File: config.mk
export PLATFORM = sky130hd
export DESIGN_NAME = onehot_event_gen_flat
export DESIGN_NICKNAME = d
export VERILOG_FILES = /design/src/rtl/onehot_event_gen_pkg.sv /design/src/rtl/onehot_event_gen_if.sv /design/src/rtl/onehot_event_gen_sync_edge_det.sv /design/src/rtl/onehot_event_gen.sv /design/src/flat_wrapper.sv
export SDC_FILE = /design/constraint.sdc
export NUM_CORES = 1
export LEC_CHECK = 0
export BUFFER_PORTS_ARGS = -buffer_cell sky130_fd_sc_hd__buf_2
export CORE_MARGIN = 3
export CORE_UTILIZATION = 34
export DETAILED_ROUTE_END_ITERATION = 16
export PLACE_DENSITY = 0.5
export SYNTH_ARGS = -nofsm -noshare
export SYNTH_HDL_FRONTEND = slang
export SYNTH_HIERARCHICAL = 1
export SYNTH_SLANG_ARGS = --single-unit
File: constraint.sdc
create_clock -name clk -period 2.75 [get_ports clk]
set_clock_uncertainty 0.1 [all_clocks]
set_input_delay 0.55 -clock clk [delete_from_list [all_inputs] [get_ports clk]]
set_output_delay 0.55 -clock clk [all_outputs]
set_load 0.005 [all_outputs]
File: src/rtl/onehot_event_gen_pkg.sv
// Shared constants and helpers for the one-hot event front end.
// highest_onehot() doubles as a reference model for the downstream encoder bench.
package onehot_event_gen_pkg;

    localparam int N_REQ           = 4;
    localparam int SYNC_STAGES_DEF = 2;

    // One-hot mask of the highest set bit, or all-zero when nothing is set.
    function automatic logic [N_REQ-1:0] highest_onehot(input logic [N_REQ-1:0] v);
        logic [N_REQ-1:0] m;
        m = '0;
        for (int i = 0; i < N_REQ; i++) begin
            if (v[i]) begin
                m    = '0;
                m[i] = 1'b1;
            end
        end
        return m;
    endfunction

endpackage

File: src/rtl/onehot_event_gen_if.sv
// Event handshake between the front end (master) and the 4-to-2 encoder (slave).
interface onehot_event_gen_if
    import onehot_event_gen_pkg::*;
#(
    parameter int N = N_REQ
);
    logic [N-1:0] onehot_out;
    logic         out_valid;
    logic         out_ready;

    modport master (output onehot_out, output out_valid, input out_ready);
    modport slave  (input onehot_out, input out_valid, output out_ready);
endinterface

File: src/rtl/onehot_event_gen_sync_edge_det.sv
// Per-line synchroniser plus rising-edge detector; rise is a one-cycle pulse
// in the clk domain for every low-to-high transition of raw.
module sync_edge_det #(
    parameter int SYNC_STAGES = 2
) (
    input  logic clk,
    input  logic rst,
    input  logic raw,
    output logic rise
);
    logic [SYNC_STAGES-1:0] sync_q;
    logic                   prev_q;

    always_ff @(posedge clk) begin
        if (rst) begin
            sync_q <= '0;
            prev_q <= 1'b0;
        end else begin
            sync_q <= {sync_q[SYNC_STAGES-2:0], raw};
            prev_q <= sync_q[SYNC_STAGES-1];
        end
    end

    assign rise = sync_q[SYNC_STAGES-1] & ~prev_q;

endmodule

File: src/rtl/onehot_event_gen.sv
// Turns raw request lines into queued rising-edge events, issued one at a
// time highest index first, so the encoder only ever sees one-hot or zero.
module onehot_event_gen
    import onehot_event_gen_pkg::*;
#(
    parameter int N           = N_REQ,
    parameter int SYNC_STAGES = SYNC_STAGES_DEF
) (
    input  logic                      clk,
    input  logic                      rst,
    input  logic [N-1:0]              raw_in,
    onehot_event_gen_if.master        evt,
    output logic [N-1:0]              pending,
    output logic                      overflow
);
    logic [N-1:0] rise;
    logic [N-1:0] pending_q;
    logic [N-1:0] onehot_q;
    logic         valid_q;
    logic         overflow_q;

    logic         slot_free;
    logic [N-1:0] sel;
    logic [N-1:0] issue_mask;
    logic [N-1:0] pending_d;
    logic         overflow_d;

    sync_edge_det #(.SYNC_STAGES(SYNC_STAGES)) u_det [N-1:0] (
        .clk  (clk),
        .rst  (rst),
        .raw  (raw_in),
        .rise (rise)
    );

    // A new edge on the line being issued re-sets its bit: that is a fresh event.
    always_comb begin
        slot_free  = !valid_q || evt.out_ready;
        sel        = highest_onehot(pending_q);
        issue_mask = slot_free ? sel : '0;
        pending_d  = (pending_q & ~issue_mask) | rise;
        overflow_d = |(rise & pending_q & ~issue_mask);
    end

    always_ff @(posedge clk) begin
        if (rst) begin
            pending_q  <= '0;
            onehot_q   <= '0;
            valid_q    <= 1'b0;
            overflow_q <= 1'b0;
        end else begin
            pending_q  <= pending_d;
            overflow_q <= overflow_d;
            if (slot_free) begin
                onehot_q <= sel;
                valid_q  <= |pending_q;
            end
        end
    end

    assign evt.onehot_out = onehot_q;
    assign evt.out_valid  = valid_q;
    assign pending        = pending_q;
    assign overflow       = overflow_q;

    a_onehot : assert property (@(posedge clk) disable iff (rst) $onehot0(onehot_q));
    a_valid  : assert property (@(posedge clk) disable iff (rst) valid_q == (|onehot_q));
    a_hold   : assert property (@(posedge clk) disable iff (rst)
                   (valid_q && !evt.out_ready) |=> (valid_q && $stable(onehot_q)));

endmodule
File: src/flat_wrapper.sv
// flat-port wrapper written by rule: the top's interface ports become plain ports
module onehot_event_gen_flat import onehot_event_gen_pkg::*;
#(
    parameter int N           = N_REQ,
    parameter int SYNC_STAGES = SYNC_STAGES_DEF
)
  (clk, rst, raw_in, pending, overflow, evt_onehot_out, evt_out_valid, evt_out_ready);
  onehot_event_gen_if #(.N(N)) evt_i ();
  input  logic clk;
  input  logic rst;
  input  logic [N-1:0] raw_in;
  output logic [N-1:0] pending;
  output logic overflow;
  output wire logic [$bits(evt_i.onehot_out)-1:0] evt_onehot_out;
  output wire logic [$bits(evt_i.out_valid)-1:0] evt_out_valid;
  input wire logic [$bits(evt_i.out_ready)-1:0] evt_out_ready;
  assign evt_onehot_out = evt_i.onehot_out;
  assign evt_out_valid = evt_i.out_valid;
  assign evt_i.out_ready = evt_out_ready;
  onehot_event_gen #(.N(N), .SYNC_STAGES(SYNC_STAGES)) u_core (.clk(clk), .rst(rst), .raw_in(raw_in), .evt(evt_i), .pending(pending), .overflow(overflow));
endmodule
; ---- Yosys cells after proc, flatten, opt, wreduce, memory -nomap -nowiden
; Index checks and enable logic that the tools add are counted.
[totals]
register_bits = 22
out_inout_bits = 10
[classes]
mux = 5
bitwise = 13
reduce_logical = 4
[ops]
columns = op, count
row1 = 4-bit AND, 3
row2 = 4-bit 2-to-1 mux, 2
row3 = 4-bit OR reduction, 2
row4 = 1-bit AND, 4
row5 = 1-bit NOT, 4
row6 = 4-bit NOT, 1
row7 = 4-bit OR, 1
row8 = 3-bit 2-to-1 mux, 1
row9 = 2-bit 2-to-1 mux, 1
row10 = 1-bit logical NOT, 1
row11 = 1-bit logical OR, 1
row12 = 1-bit 2-to-1 mux, 1

; ---- Longest topological paths before layout
[logic_depth]
word_depth = 8
mapped_depth = 4
ltp_nobuf = 4

; ---- Cells and area by module
; The synthesis kept the hierarchy.
[modules_own_cells]
columns = mod, n_inst, cells_per_inst, area_each_um2, seq_area_each_um2
row1 = onehot_event_gen, 1, 44, 407.9, 200.2
row2 = sync_edge_det, 4, 7, 87.6, 60.1

; ---- Worst setup path before layout
; No wires, ideal clock.
[synth_timing]
path_kind = input to register
from = input port evt_out_ready
to = register u_core.onehot_q[0] (netlist: u_core/evt.onehot_out[0])
arrival_time_ns = 1.353
required_time_ns = 2.579
slack_ns = 1.227
stages = 3
cell_sequence = and2b_1 or4b_1 a21oi_1
[synth_between]
elab_chain_len = 1
[synth_rtl]
columns = element, line
row1 = "start, declared", flat_wrapper.sv:16  ; input wire logic [$bits(evt_i.out_ready)-1:0] evt_out_ready;
row2 = 1-bit logical OR, onehot_event_gen.sv:37  ; slot_free = !valid_q || evt.out_ready;
row3 = "end signal, assigned", onehot_event_gen.sv:54  ; onehot_q <= sel;
row4 = "end, declared", onehot_event_gen.sv:18  ; logic [N-1:0] onehot_q;
; Every way passes these cells.
; A chain may end at the register's enable or synchronous reset.

; ---- Worst setup path in the final report
[layout_timing]
from = register u_core.pending_q[3] (netlist: u_core/pending[3])
to = output port pending[3]
[layout_rtl]
columns = element, line
row1 = "start, declared", onehot_event_gen.sv:17  ; logic [N-1:0] pending_q;
row2 = "start signal, assigned", onehot_event_gen.sv:51  ; pending_q <= pending_d;
row3 = "end, declared", flat_wrapper.sv:12  ; output logic [N-1:0] pending;
; No word-level cell between the ends.

==> parameters.txt <==
Parameter                              Value

Setup path
  Slowest CP cell ... dfxtp_1
  Number of cells on the critical path ... 1
  Critical path peak fanout ... 9
  Family with the most delay on the worst path ... flip-flops
  Reg2Reg Depth ... 3
  Critical path required time ... 2.10 ns
  Worst path max stage delay ... 0.49 ns
  R2r startpoint ... u_core/evt.out_valid
  Launching element of the worst setup path ... u_core/pending[3]
  Path type of the worst setup path ... reg2out
  Worst EP arrival ... about 0.96 ns
  Buffers and inverters on the worst path ... 1
  CP startpoint kind ... flop
  Critical Path Sink Type ... output port
  Cells traversed along the worst timing path ... buf_2

Clocking
  Hold buffers post-CTS ... 0
  Cts repair resizes ... 0
  TritonCTS clock tree ... yes
  Post-CTS setup buffers ... 0
  Inserted Clock Buffers ... 3
  Clock network latency to the later pin of the worst-skew pair ... 0.30 ns
  Number of buffers on the longest clock path ... 2
  Sink count of the clock tree ... 22
  Clock slew at the register clock pins of the worst setup and hold paths ... 0.11 ns
  Cell chosen for the clock root ... clkbuf_4
  Number of levels in the clock H-tree ... 1

GRT
  Overall Global Routing Usage ... 0.108
  Wire length of the first global-routing pass ... 2210 µm
  Total overflow reported by the global router ... 0
  Largest net degree at the start of global routing ... 23
  Initial antenna violation count ... 0
  Number of global-route vias before repair ... 523

Route
  Number of vias per cell after detailed routing ... around 4.4
  Residual DRC ... 0
  Post-detailed-route wirelength per cell ... between 10 and 15 µm
  Wire length reported by the detailed router ... 1200 µm
  Post-DRT Antenna Nets ... 0
  Number of detailed-route iterations in the first pass ... 1
  Total via count in the routed design ... just over 500
  Detailed router's first-iteration violation count ... 0

Timing
  Number of pins with negative max-slew slack in the final report ... 0
  Minimum period implied by the final worst setup slack ... around 1.6 ns
  Final clock period utilization by the worst path ... 0.585
  Slew headroom ... 0.709
  Final number of setup-violating endpoints ... 0
  Count of endpoints failing hold in the final timing report ... 0
  Least-Margin Pin Slew ... 0.436 ns
  Setup repair after global routing missed its margin ... no
  Highest attainable clock frequency ... 622 MHz
  Sum of negative setup slack ... 0 ns

Cells and area
  Most common cell after layout, fill and taps aside ... dfxtp_1
  Most frequent cells in the layout ... dfxtp_1, buf_2, nor2b_1, a21oi_1
  Antenna fix cells ... 0
  Fraction of final layout cells with drive strength greater than 1 ... 0.303
  Layout fillers ... 234
  Area Overhead vs Synth ... 17.7%
  Number of nets in the layout ... 97

Synthesis
  Area of the mapped netlist ... 758 µm²
  Count of synthesis-stage warnings from yosys ... 6
  Flip-flop and latch count after synthesis ... 22
  Synthesized net count ... 79
  Post-synth cell types ... 24
  Cell count after synthesis ... slightly above 70
  Share of the yosys chip area belonging to registers ... 0.581
  Average size of a mapped cell ... 10.5 µm²

Worst hold path
  Worst hold path class ... reg2reg
  Cell depth of the worst min-delay path ... 1
  Hold Startpoint ... u_core/u_det[3]/sync_q[0]

Floorplan
  Placeable core area ... about 0.0020 mm²
  Core Rows ... 16
  Number of I/O pins ... 17
  Starting Density ... 0.371
  Die Ht ... 53.2 µm
  Die X-Extent ... 53.2 µm
  Full die area ... about 0.0028 mm²

Placed design
  DP HPWL ... 754 µm
  Count of port buffers added during placement ... 16
  Gp weighted congestion ... 0.731

Power and ir drop
  Pwr per Cell Area ... 605 mW/mm²
  Power, Total ... 0.540 mW
  Leakage Power ... 0.374 nW
  Peak supply drop ... 0.413 mV

Flow run
  Maximum Capacitance Violations ... 0

Outcome
  Outcome ... finished, final reports clean
[logic make-up (layout without fill, tap and decap cells)]
group,count (synthesis),count (layout),share of synthesized area
AOI/OAI and AO/OA,14,14,0.117
buffers and inverters,6,23,0.0363
DFF,22,22,0.581
muxes,2,2,0.0264
and+or+nand+nor,28,28,0.239
[path summary, 6_finish.rpt]
path	endpoint	slack (ns)
worst max-delay path	pending[3]	1.14
worst min-delay path	u_core/u_det[3]/sync_q[1]	0.35
worst max register to register	u_core/evt.onehot_out[0]	1.27
worst min register to register	u_core/u_det[3]/sync_q[1]	0.35
[cell usage after synthesis]
| cell | count | area [µm²] |
|---|---|---|
| a21oi_1 | 6 | 30.0 |
| a22o_2 | 1 | 10.0 |
| a31oi_1 | 1 | 6.26 |
| a32oi_1 | 1 | 8.76 |
| and2b_1 | 1 | 7.51 |
| buf_1 | 1 | 3.75 |
| buf_2 | 1 | 5.00 |
| buf_4 | 1 | 7.51 |
| dfxtp_1 | 22 | 440 |
| inv_1 | 3 | 11.3 |
| mux2i_1 | 2 | 20.0 |
| nand2_1 | 2 | 7.51 |
| nor2_1 | 4 | 15.0 |
| nor2b_1 | 12 | 75.1 |
| nor2b_2 | 4 | 35.0 |
| nor3b_1 | 1 | 7.51 |
| nor4_1 | 1 | 6.26 |
| o211ai_1 | 1 | 7.51 |
| o21ai_0 | 2 | 10.0 |
| o311ai_0 | 1 | 8.76 |
| o31ai_1 | 1 | 7.51 |
| or2_4 | 1 | 8.76 |
| or3b_2 | 1 | 8.76 |
| or4b_1 | 1 | 10.0 |
[stage by stage]
| stage | utilization | cell area (µm²) | setup WS [ns] | hold WS, ns | std cells |
|---|---|---|---|---|---|
| after floorplan | - | 758 | 1.23 | 0.314 | 72 |
| after global placement | 0.419 | 856 | 0.967 | 0.317 | 112 |
| after detailed placement | 0.419 | 856 | 0.954 | 0.327 | 112 |
| after CTS | 0.437 | 892 | 1.12 | 0.337 | 116 |
| after global routing | 0.437 | 892 | 1.05 | 0.333 | 116 |
| final | 0.437 | 892 | 1.14 | 0.348 | 116 |
[per-layer routing]
layer,track usage,part of all wire
met3,0.0507,0.081
met1,0.121,0.46
met5,0,0
met2,0.178,0.45
met4,0.0383,0.0059
[report_power, final]
group / switching (mW) / leakage (nW) / total [mW] / internal (mW)
combinational: 0.0158 / 0.173 / 0.0326 / 0.0168
clock: 0.0907 / 0.0210 / 0.171 / 0.0807
sequential: 0.00617 / 0.180 / 0.336 / 0.330
total: 0.113 / 0.374 / 0.540 / 0.427
[state kept, by name, indices dropped and copies added, names as in the netlist]
| name | flops |
|---|---|
| u_core/evt.onehot_out | 4 |
| u_core/evt.out_valid | 1 |
| u_core/overflow | 1 |
| u_core/pending | 4 |
| u_core/u_det/prev_q | 4 |
| u_core/u_det/sync_q | 8 |
[layout make-up]
type,count,area [µm²],share of cell area
Sequential cell,22,440,0.494
Multi-Input combinational cell,44,290,0.325
Timing Repair Buffer,16,80.1,0.0898
Clock buffer,4,36.3,0.0407
Tap cell,27,33.8,0.0379
Inverter,3,11.3,0.0126
Power figures use the tool's default switching activity.
